<file path="config.mk">
export PLATFORM = sky130hd
export DESIGN_NAME = bbox_tracker_flat
export DESIGN_NICKNAME = d
export VERILOG_FILES = /design/src/rtl/bbox_tracker_if.sv /design/src/rtl/bbox_tracker.sv /design/src/flat_wrapper.sv
export SDC_FILE = /design/constraint.sdc
export NUM_CORES = 1
export LEC_CHECK = 0
export BUFFER_PORTS_ARGS = -buffer_cell sky130_fd_sc_hd__buf_2
export CAP_MARGIN = 30
export CORE_MARGIN = 10
export CORE_UTILIZATION = 57
export DETAILED_ROUTE_END_ITERATION = 10
export GPL_ROUTABILITY_DRIVEN = 0
export MAX_ROUTING_LAYER = met4
export PLACE_DENSITY = 0.88
export SYNTH_ARGS = -nofsm -noshare
export SYNTH_HDL_FRONTEND = slang
export SYNTH_SLANG_ARGS = --single-unit
</file>
<file path="constraint.sdc">
create_clock -name clk_in -period 2.95 [get_ports clk_in]
set_input_delay 0.59 -clock clk_in [delete_from_list [all_inputs] [get_ports clk_in]]
set_output_delay 0.59 -clock clk_in [all_outputs]
set_load 0.03 [all_outputs]
</file>
<file path="src/rtl/bbox_tracker_if.sv">
// Sample/result bundle for the bounding-box tracker.
// The slave side is the tracker: it consumes pixel samples and frame
// markers and drives the published box, centre, count and flags.
interface bbox_tracker_if;
   logic [10:0] x_in;
   logic [9:0]  y_in;
   logic        valid_in;
   logic        mask_in;
   logic        new_frame_in;
   logic [11:0] xmin_out;
   logic [10:0] ymin_out;
   logic [11:0] xmax_out;
   logic [10:0] ymax_out;
   logic [11:0] xc_out;
   logic [10:0] yc_out;
   logic [20:0] count_out;
   logic        found_out;
   logic        valid_out;

   modport master (
      output x_in, y_in, valid_in, mask_in, new_frame_in,
      input  xmin_out, ymin_out, xmax_out, ymax_out, xc_out, yc_out,
             count_out, found_out, valid_out
   );

   modport slave (
      input  x_in, y_in, valid_in, mask_in, new_frame_in,
      output xmin_out, ymin_out, xmax_out, ymax_out, xc_out, yc_out,
             count_out, found_out, valid_out
   );
endinterface

</file>
<file path="src/rtl/bbox_tracker.sv">
// Per-frame bounding box / centre extractor for a 1-bit object mask.
// Masked pixels are folded into running min/max/count accumulators; at each
// frame marker the finished frame is published (detection or miss) and the
// accumulators restart. After MISS_LIMIT consecutive misses the box clears.
module bbox_tracker #(
   parameter int H_ACTIVE   = 1280,
   parameter int V_ACTIVE   = 720,
   parameter int MIN_PIXELS = 16,
   parameter int MISS_LIMIT = 4
) (
   input  logic           clk_in,
   input  logic           rst_in,
   bbox_tracker_if.slave  bus
);

   localparam logic [11:0] H_LIM     = 12'(H_ACTIVE);
   localparam logic [10:0] V_LIM     = 11'(V_ACTIVE);
   localparam logic [10:0] XMIN_INIT = 11'(H_ACTIVE - 1);
   localparam logic [9:0]  YMIN_INIT = 10'(V_ACTIVE - 1);
   localparam logic [20:0] CNT_MAX   = {21{1'b1}};
   localparam logic [20:0] MIN_PIX   = 21'(MIN_PIXELS);
   localparam logic [3:0]  MISS_LIM  = 4'(MISS_LIMIT);

   typedef enum logic [0:0] {
      ST_IDLE  = 1'b0,
      ST_ACCUM = 1'b1
   } state_t;

   state_t      r_state, w_state_nxt;

   // running accumulators of the frame in progress
   logic [10:0] r_xmin, r_xmax, w_xmin_nxt, w_xmax_nxt;
   logic [9:0]  r_ymin, r_ymax, w_ymin_nxt, w_ymax_nxt;
   logic [20:0] r_cnt, w_cnt_nxt;
   logic [3:0]  r_miss, w_miss_nxt, w_miss_inc;

   // registered published outputs
   logic [11:0] r_xmin_o, r_xmax_o, r_xc_o, w_xmin_o, w_xmax_o, w_xc_o;
   logic [10:0] r_ymin_o, r_ymax_o, r_yc_o, w_ymin_o, w_ymax_o, w_yc_o;
   logic [20:0] r_count_o, w_count_o;
   logic        r_found_o, w_found_o;
   logic        r_valid_o, w_valid_o;

   logic        w_hit;
   logic        w_publish;
   logic        w_detect;
   logic [12:0] w_xsum;
   logic [11:0] w_ysum;

   assign w_hit = bus.valid_in && bus.mask_in &&
                  ({1'b0, bus.x_in} < H_LIM) && ({1'b0, bus.y_in} < V_LIM);
   assign w_publish = (r_state == ST_ACCUM) && bus.new_frame_in;
   assign w_detect  = (r_cnt >= MIN_PIX);
   // wide sums so the midpoint never overflows and stays inside the box
   assign w_xsum    = {2'b00, r_xmin} + {2'b00, r_xmax};
   assign w_ysum    = {2'b00, r_ymin} + {2'b00, r_ymax};
   assign w_miss_inc = (r_miss >= MISS_LIM) ? r_miss : (r_miss + 4'd1);

   // next-state logic: first frame marker arms accumulation, then stay there
   always_comb begin
      w_state_nxt = r_state;
      case (r_state)
         ST_IDLE: begin
            if (bus.new_frame_in) begin
               w_state_nxt = ST_ACCUM;
            end else begin
               w_state_nxt = ST_IDLE;
            end
         end
         ST_ACCUM: w_state_nxt = ST_ACCUM;
         default:  w_state_nxt = ST_IDLE;
      endcase
   end

   // accumulator update: restart (seeded by a same-cycle hit) on frame marker
   always_comb begin
      w_xmin_nxt = r_xmin;
      w_xmax_nxt = r_xmax;
      w_ymin_nxt = r_ymin;
      w_ymax_nxt = r_ymax;
      w_cnt_nxt  = r_cnt;
      if (bus.new_frame_in) begin
         if (w_hit) begin
            w_xmin_nxt = bus.x_in;
            w_xmax_nxt = bus.x_in;
            w_ymin_nxt = bus.y_in;
            w_ymax_nxt = bus.y_in;
            w_cnt_nxt  = 21'd1;
         end else begin
            w_xmin_nxt = XMIN_INIT;
            w_xmax_nxt = 11'd0;
            w_ymin_nxt = YMIN_INIT;
            w_ymax_nxt = 10'd0;
            w_cnt_nxt  = 21'd0;
         end
      end else if ((r_state == ST_ACCUM) && w_hit) begin
         w_xmin_nxt = (bus.x_in < r_xmin) ? bus.x_in : r_xmin;
         w_xmax_nxt = (bus.x_in > r_xmax) ? bus.x_in : r_xmax;
         w_ymin_nxt = (bus.y_in < r_ymin) ? bus.y_in : r_ymin;
         w_ymax_nxt = (bus.y_in > r_ymax) ? bus.y_in : r_ymax;
         w_cnt_nxt  = (r_cnt == CNT_MAX) ? r_cnt : (r_cnt + 21'd1);
      end else begin
         w_cnt_nxt  = r_cnt;
      end
   end

   // publish decision: load on detection, hold or clear on miss
   always_comb begin
      w_xmin_o   = r_xmin_o;
      w_xmax_o   = r_xmax_o;
      w_ymin_o   = r_ymin_o;
      w_ymax_o   = r_ymax_o;
      w_xc_o     = r_xc_o;
      w_yc_o     = r_yc_o;
      w_count_o  = r_count_o;
      w_found_o  = r_found_o;
      w_miss_nxt = r_miss;
      w_valid_o  = 1'b0;
      if (w_publish) begin
         w_valid_o = 1'b1;
         w_count_o = r_cnt;
         if (w_detect) begin
            w_xmin_o   = {1'b0, r_xmin};
            w_xmax_o   = {1'b0, r_xmax};
            w_ymin_o   = {1'b0, r_ymin};
            w_ymax_o   = {1'b0, r_ymax};
            w_xc_o     = 12'(w_xsum >> 1);
            w_yc_o     = 11'(w_ysum >> 1);
            w_found_o  = 1'b1;
            w_miss_nxt = 4'd0;
         end else begin
            w_miss_nxt = w_miss_inc;
            if (w_miss_inc == MISS_LIM) begin
               w_xmin_o  = 12'd0;
               w_xmax_o  = 12'd0;
               w_ymin_o  = 11'd0;
               w_ymax_o  = 11'd0;
               w_xc_o    = 12'd0;
               w_yc_o    = 11'd0;
               w_found_o = 1'b0;
            end else begin
               w_found_o = r_found_o;
            end
         end
      end else begin
         w_valid_o = 1'b0;
      end
   end

   // state, accumulator and output registers with synchronous reset
   always_ff @(posedge clk_in) begin
      if (rst_in) begin
         r_state   <= ST_IDLE;
         r_xmin    <= XMIN_INIT;
         r_xmax    <= 11'd0;
         r_ymin    <= YMIN_INIT;
         r_ymax    <= 10'd0;
         r_cnt     <= 21'd0;
         r_miss    <= 4'd0;
         r_xmin_o  <= 12'd0;
         r_xmax_o  <= 12'd0;
         r_ymin_o  <= 11'd0;
         r_ymax_o  <= 11'd0;
         r_xc_o    <= 12'd0;
         r_yc_o    <= 11'd0;
         r_count_o <= 21'd0;
         r_found_o <= 1'b0;
         r_valid_o <= 1'b0;
      end else begin
         r_state   <= w_state_nxt;
         r_xmin    <= w_xmin_nxt;
         r_xmax    <= w_xmax_nxt;
         r_ymin    <= w_ymin_nxt;
         r_ymax    <= w_ymax_nxt;
         r_cnt     <= w_cnt_nxt;
         r_miss    <= w_miss_nxt;
         r_xmin_o  <= w_xmin_o;
         r_xmax_o  <= w_xmax_o;
         r_ymin_o  <= w_ymin_o;
         r_ymax_o  <= w_ymax_o;
         r_xc_o    <= w_xc_o;
         r_yc_o    <= w_yc_o;
         r_count_o <= w_count_o;
         r_found_o <= w_found_o;
         r_valid_o <= w_valid_o;
      end
   end

   assign bus.xmin_out  = r_xmin_o;
   assign bus.xmax_out  = r_xmax_o;
   assign bus.ymin_out  = r_ymin_o;
   assign bus.ymax_out  = r_ymax_o;
   assign bus.xc_out    = r_xc_o;
   assign bus.yc_out    = r_yc_o;
   assign bus.count_out = r_count_o;
   assign bus.found_out = r_found_o;
   assign bus.valid_out = r_valid_o;

endmodule
</file>
<file path="src/flat_wrapper.sv">
// flat-port wrapper written by rule: the top's interface ports become plain ports
module bbox_tracker_flat 
#(
   parameter int H_ACTIVE   = 1280,
   parameter int V_ACTIVE   = 720,
   parameter int MIN_PIXELS = 16,
   parameter int MISS_LIMIT = 4
)
  (clk_in, rst_in, bus_x_in, bus_y_in, bus_valid_in, bus_mask_in, bus_new_frame_in, bus_xmin_out, bus_ymin_out, bus_xmax_out, bus_ymax_out, bus_xc_out, bus_yc_out, bus_count_out, bus_found_out, bus_valid_out);
  bbox_tracker_if bus_i ();
  input  logic clk_in;
  input  logic rst_in;
  input wire logic [$bits(bus_i.x_in)-1:0] bus_x_in;
  input wire logic [$bits(bus_i.y_in)-1:0] bus_y_in;
  input wire logic [$bits(bus_i.valid_in)-1:0] bus_valid_in;
  input wire logic [$bits(bus_i.mask_in)-1:0] bus_mask_in;
  input wire logic [$bits(bus_i.new_frame_in)-1:0] bus_new_frame_in;
  output wire logic [$bits(bus_i.xmin_out)-1:0] bus_xmin_out;
  output wire logic [$bits(bus_i.ymin_out)-1:0] bus_ymin_out;
  output wire logic [$bits(bus_i.xmax_out)-1:0] bus_xmax_out;
  output wire logic [$bits(bus_i.ymax_out)-1:0] bus_ymax_out;
  output wire logic [$bits(bus_i.xc_out)-1:0] bus_xc_out;
  output wire logic [$bits(bus_i.yc_out)-1:0] bus_yc_out;
  output wire logic [$bits(bus_i.count_out)-1:0] bus_count_out;
  output wire logic [$bits(bus_i.found_out)-1:0] bus_found_out;
  output wire logic [$bits(bus_i.valid_out)-1:0] bus_valid_out;
  assign bus_i.x_in = bus_x_in;
  assign bus_i.y_in = bus_y_in;
  assign bus_i.valid_in = bus_valid_in;
  assign bus_i.mask_in = bus_mask_in;
  assign bus_i.new_frame_in = bus_new_frame_in;
  assign bus_xmin_out = bus_i.xmin_out;
  assign bus_ymin_out = bus_i.ymin_out;
  assign bus_xmax_out = bus_i.xmax_out;
  assign bus_ymax_out = bus_i.ymax_out;
  assign bus_xc_out = bus_i.xc_out;
  assign bus_yc_out = bus_i.yc_out;
  assign bus_count_out = bus_i.count_out;
  assign bus_found_out = bus_i.found_out;
  assign bus_valid_out = bus_i.valid_out;
  bbox_tracker #(.H_ACTIVE(H_ACTIVE), .V_ACTIVE(V_ACTIVE), .MIN_PIXELS(MIN_PIXELS), .MISS_LIMIT(MISS_LIMIT)) u_core (.clk_in(clk_in), .rst_in(rst_in), .bus(bus_i));
endmodule
</file>
==> results of run 1 <==
how the worst min path moves through the flow:
stage                               to  cells after the start  slack, ns
4_1_cts               u_core.r_xmax[2]                      3       0.43
6_report              u_core.r_ymax[2]                      3       0.44
3_3_place_gp   u_core.bus.count_out[2]                      2       0.44
5_1_grt               u_core.r_xmax[5]                      3       0.45
2_1_floorplan   u_core.bus.ymin_out[1]                      2       0.45
3_5_place_dp   u_core.bus.count_out[1]                      2       0.44
synth_stat cells, drive strengths merged (8+ instances only):
library cell / count / area, um^2
dfxtp: 154 / 3080
nand2: 140 / 526
a21oi: 106 / 534
nand3: 89 / 445
nor2: 72 / 270
ha: 62 / 776
inv: 48 / 180
clkbuf: 43 / 161
o21ai: 38 / 190
buf: 22 / 129
nor3: 20 / 100
nand4: 16 / 115
xor2: 15 / 131
a31oi: 14 / 87.6
o31ai: 13 / 108
mux2i: 12 / 120
a211oi: 9 / 72.6
or3: 9 / 56.3
xnor2: 8 / 70.1
flip-flops by register name (all words and copies together), names as in the netlist:
signal                flops
u_core.bus.count_out     21
u_core.bus.valid_out      1
u_core.bus.xc_out        11
u_core.bus.yc_out        10
u_core.bus.ymin_out      10
u_core.r_xmax            11
u_core.r_state            1
u_core.bus.found_out      1
u_core.r_cnt             21
u_core.bus.ymax_out      10
u_core.r_ymin            10
u_core.r_miss             4
u_core.bus.xmax_out      11
u_core.bus.xmin_out      11
u_core.r_ymax            10
u_core.r_xmin            11
tightest hold or removal path, stage by stage:
cell     delay, ns
buf_2         0.12
nand2_1       0.05
o21ai_0       0.06
per-layer routing:
metal	vias up	part of all wire, %	global-route usage [%]	wire length [um]
met1	3497	43	28.6	8980
met2	316	46	34.1	9690
met3	46	8.9	4.69	1880
met4	0	2.6	9.84	538
li1	3566	-	-	-
met5	-	0	-	0
stage by stage:
| stage | instance area (um^2) | utilization [%] | total power, mW | hold slack [ns] |
|---|---|---|---|---|
| 6_report | 9190 | 69.1 | 5.03 | 0.445 |
| 5_1_grt | 9180 | 69.0 | 5.19 | 0.454 |
| 4_1_cts | 9180 | 69.0 | 5.04 | 0.430 |
| 3_5_place_dp | 8510 | 64.0 | 2.63 | 0.443 |
| 3_3_place_gp | 8490 | 63.9 | 2.61 | 0.439 |
| 2_1_floorplan | 7800 | - | 2.50 | 0.449 |
cell families after synthesis:
| logic type | after synthesis | synth area share, % |
|---|---|---|
| fa+ha+maj | 64 | 10.5 |
| flops | 154 | 39.6 |
| buf+inv | 113 | 6.04 |
| compound gates | 218 | 17.0 |
| simple gates | 379 | 22.8 |
| mux | 12 | 1.54 |
| other cells | 1 | 0.0482 |
| xor+xnor | 23 | 2.59 |
final cells by class:
class / instances / area, um^2 / share of cell area [%]
clock buffers: 19 / 453 / 4.93
multi-input cells: 702 / 4280 / 46.6
flip-flops and latches: 154 / 3080 / 33.6
clock inverters: 13 / 214 / 2.33
diodes: 3 / 7.51 / 0.0817
inverters: 48 / 180 / 1.96
well taps: 176 / 220 / 2.40
repair buffers: 133 / 748 / 8.15
report_power, final:
group	internal, mW	leakage (nW)	switching (mW)
combinational	0.160	2.33	0.286
sequential	2.11	1.25	0.0405
clock	1.55	0.320	0.883
total	3.82	3.89	1.21
==> impl_metrics.tcl, run 1 <==
set metrics [dict create \
    ctsResizeCount 0 \
    cts_tree "yes" \
    drtPass1Iterations 7 \
    status "completed" \
    r2r_cells 9 \
    synth_cells 964 \
    remaining_drc_errors 0 \
    synth_ff_type "dfxtp_1" \
    fin_nets 1146 \
    dp_cells 1213 \
    cts.root.buffer_cell "clkbuf_16" \
    cap_viol_max_count 0 \
    pre_cts_slack_ns 0.238 \
    hp-start "bus_y_in[2]" \
    critPathSlowestCell "dfxtp_1" \
    hold_class "in -> reg" \
    vias_per_cell 5.95 \
    cp_data_arrival_time_ns 2.81 \
    cts_made_buffers 17 \
    wl_per_cell_um 16.9 \
    detail_route.iter0.violations 612 \
    fin_setup_tns_ns 0 \
    clock-skew-final_ns 0.00746 \
    fmax_mhz 406 \
    ys_ff_latch 154 \
    wl_mm 21.1 \
    critical_path.top_delay_family "compound AO/OA/AOI/OAI gates" \
    worstPathRequired_ns 3.30 \
    grt_max_degree 64 \
    core_mm2 0.0133 \
    stdcell_count 1248 \
    async_flop_share_pct 0 \
    cp_num_buf_inv 2 \
    final_common_cell "dfxtp_1" \
    final_antenna_net_count 0 \
    seq_area_frac_synth_pct 39.6 \
    start_kind "flip-flop" \
    ctsHoldBuffers 0 \
    endpoint "u_core.r_xmin[4]" \
    post-route-min-period_ns 2.46 \
    syn_area_per_cell_um2 8.08 \
    path_cells "inv_1 > ha_1 > nand2_1 > o21ai_0 > a21oi_1 > or3_1 > a31oi_1 > buf_4 > mux2i_1" \
    rsz0062_at_grt "no" \
    vdd_drop_max_uv 494 \
    ys_warn_count 0 \
    fillers 1050 \
    worst-setup-path-type "reg -> reg" \
    cts_buffer_depth 2 \
    grt_pass1_wl_mm 33.6 \
    cts_setup_buffers 0 \
    slew_headroom_pct 56.3 \
    track_usage_pct 22.6 \
    p_leak_nw 3.89 \
    syn_to_final_growth_pct 18.0 \
    antenna_found_initial 1 \
    start_util_pct 58.6 \
    htree_levels 4 \
    p_per_area_mw_per_mm2 548 \
    cp-end-kind "flip-flop" \
    dp_hpwl_mm 15.1 \
    vias 7425 \
    final_cell_mix "dfxtp_1 (154), nand2_1 (140), buf_2 (110)" \
    pin_count 118 \
    die_h_um 137 \
    slowest_delay_ns 0.47 \
    maxSlewViolCount 0 \
    worst_slack_ns 0.487 \
    overflow 0 \
    worstReg2RegEnd "u_core.r_xmin[4]" \
    setup_viol 0 \
    clk_pin_slew_ns 0.06 \
    worst_pin_slew_ns 0.656 \
    io_buffer_count 111 \
    grt_pass1_vias 6812 \
    post-route-period-util_pct 83.5 \
    crit_fanout 8 \
    synth_edf_count 0 \
    reg2reg_from "u_core.r_xmin[1]" \
    clkLatencyLatePin_ns 0.43 \
    drive_above_1_share_pct 16.7 \
    reg2reg_slack_ns 0.49 \
    crit_start "u_core.r_xmin[1]" \
    rows 42 \
    clock_sinks 154 \
    path_depth 9 \
    dieArea_mm2 0.0187 \
    hold_viol_final 0 \
    syn_area_mm2 0.00779 \
    yosysUniqueCellTypes 62 \
    die_x_um 137 \
]
Note: power is estimated with default switching activity, not from simulation.
==> run 2, diff against run 1 <==
==> constraint.sdc (replaced) <==
create_clock -name clk_in -period 2.6 [get_ports clk_in]
set_input_delay 0.52 -clock clk_in [delete_from_list [all_inputs] [get_ports clk_in]]
set_output_delay 0.52 -clock clk_in [all_outputs]
set_load 0.03 [all_outputs]
==> run 2 against run 1 <==
Count of clock-buffer cells in the layout rose by 2. Core utilization is 0.19 points higher. Final area grew 0.27%.
==> impl_metrics.tcl, run 2 (same netlist as run 1, synthesis figures left out) <==
set metrics [dict create \
    drtPass1Iterations 5 \
    p_seq_share_pct 45.2 \
    dp_cells 1223 \
    final_common_cell "dfxtp_1" \
    grt_pass1_wl_mm 34.0 \
    grt_pass1_vias 6841 \
    final_cell_mix "dfxtp_1 (154), nand2_1 (140), buf_2 (110)" \
    remaining_drc_errors 0 \
    start_util_pct 58.6 \
    cp_data_arrival_time_ns 2.62 \
    detail_route.iter0.violations 575 \
    worst_pin_slew_ns 0.767 \
    fin_nets 1156 \
    maxSlewViolCount 0 \
    swShare_pct 25.0 \
    ctsResizeCount 0 \
    core_mm2 0.0133 \
    cts_made_buffers 17 \
    vias_per_cell 5.89 \
    dp_hpwl_mm 15.1 \
    status "completed" \
    stdcell_count 1257 \
    slew_headroom_pct 48.7 \
    post-route-period-util_pct 86.6 \
    register_area_mm2 0.00308 \
    clock_sinks 154 \
    fmax_mhz 444 \
    setup_viol 0 \
    cap_viol_max_count 0 \
    crit_fanout 3 \
    pin_count 118 \
    clk_pin_slew_ns 0.06 \
    p_leak_nw 3.91 \
    overflow 0 \
    die_x_um 137 \
    track_usage_pct 22.8 \
    die_h_um 137 \
    pwr-share-comb_pct 9.6 \
    io_buffer_count 111 \
    ctsHoldBuffers 0 \
    rows 42 \
    final_antenna_net_count 0 \
    fillers 1003 \
    slowest_delay_ns 0.46 \
    cts_setup_buffers 0 \
    post-route-min-period_ns 2.25 \
    cts.root.buffer_cell "clkbuf_16" \
    drive_above_1_share_pct 17.2 \
    hold_class "in -> reg" \
    multi_input_area_mm2 0.00428 \
    clock-skew-final_ns 0.0114 \
    vias 7408 \
    pre_cts_slack_ns 0.230 \
    start_kind "flip-flop" \
    wl_mm 21.0 \
    cts_tree "yes" \
    critPathSlowestCell "or4b_1" \
    p_per_area_mw_per_mm2 586 \
    rsz0062_at_grt "no" \
    p_clk_share_pct 45.1 \
    fin_setup_tns_ns 0 \
    cts_buffer_depth 2 \
    finish.utilization_pct 69.3 \
    worst_slack_ns 0.349 \
    hold_viol_final 0 \
    netSwitchingPower_mw 1.35 \
    antenna_found_initial 1 \
    grt_max_degree 42 \
    wl_per_cell_um 16.7 \
    power_mw 5.40 \
    cp-end-kind "flip-flop" \
    clkLatencyLatePin_ns 0.43 \
    vdd_drop_max_uv 461 \
    syn_to_final_growth_pct 18.3 \
    worst-setup-path-type "reg -> reg" \
    intPower_mw 4.05 \
    dieArea_mm2 0.0187 \
    path_cells "and2_1 > fa_1 > a211oi_1 > o21ai_1 > o211ai_1 > a21oi_1 > or4b_1 > nand3_1" \
    worstPathRequired_ns 2.97 \
    htree_levels 4 \
]
## run 2: final cells by class
class | count | area share, %
antenna | 2 | 0.0543
clock buffer | 21 | 5.00
clock inverter | 11 | 1.32
inverter | 48 | 1.96
multi-input combinational | 702 | 46.5
sequential | 154 | 33.5
tap | 176 | 2.39
timing repair buffer | 143 | 9.35
## run 2: routing by layer
metal	track usage (%)	part of all wire, %	wire (um)	up-vias
met1	29.0	43	9110	3431
li1	-	-	-	3593
met2	34.7	46	9580	322
met5	-	0	0	-
met4	8.14	2.7	573	0
met3	5.35	8.3	1740	62
## run 2: metrics by stage
| step | area (um^2) | hold slack (ns) |
|---|---|---|
| floorplan | 7800 | 0.449 |
| finish | 9210 | 0.373 |
| global placement | 8620 | 0.440 |
| global route | 9210 | 0.378 |
| detailed placement | 8620 | 0.446 |
| CTS | 9210 | 0.364 |
## run 2: power by group through the flow
stage | registers [mW] | logic, mW | clock network [mW]
2_1_floorplan | 2.47 | 0.363 | 0
3_3_place_gp | 2.49 | 0.490 | 0
3_5_place_dp | 2.49 | 0.505 | 0
4_1_cts | 2.44 | 0.512 | 2.45
5_1_grt | 2.44 | 0.583 | 2.55
6_report | 2.44 | 0.520 | 2.43
## run 2: final timing paths
kind | from | to | slack [ns] | cells after the start
worst max-delay path | u_core.r_xmin[0] | u_core.bus.xc_out[7] | 0.35 | 8
worst min-delay path | bus_x_in[2] | u_core.r_xmax[2] | 0.37 | 3
worst max register to register | u_core.r_xmin[0] | u_core.bus.xc_out[7] | 0.35 | 8
worst min register to register | u_core.bus.count_out[3] | u_core.bus.count_out[3] | 0.45 | 2
## run 2: worst max-delay path: cells and delay by family, from the launching register on
family / cells / cell delay, ns
adders and majority gates: 1 / 0.42
DFF: 1 / 0.31
AOI/OAI and AO/OA: 4 / 0.70
and+or+nand+nor: 3 / 0.74
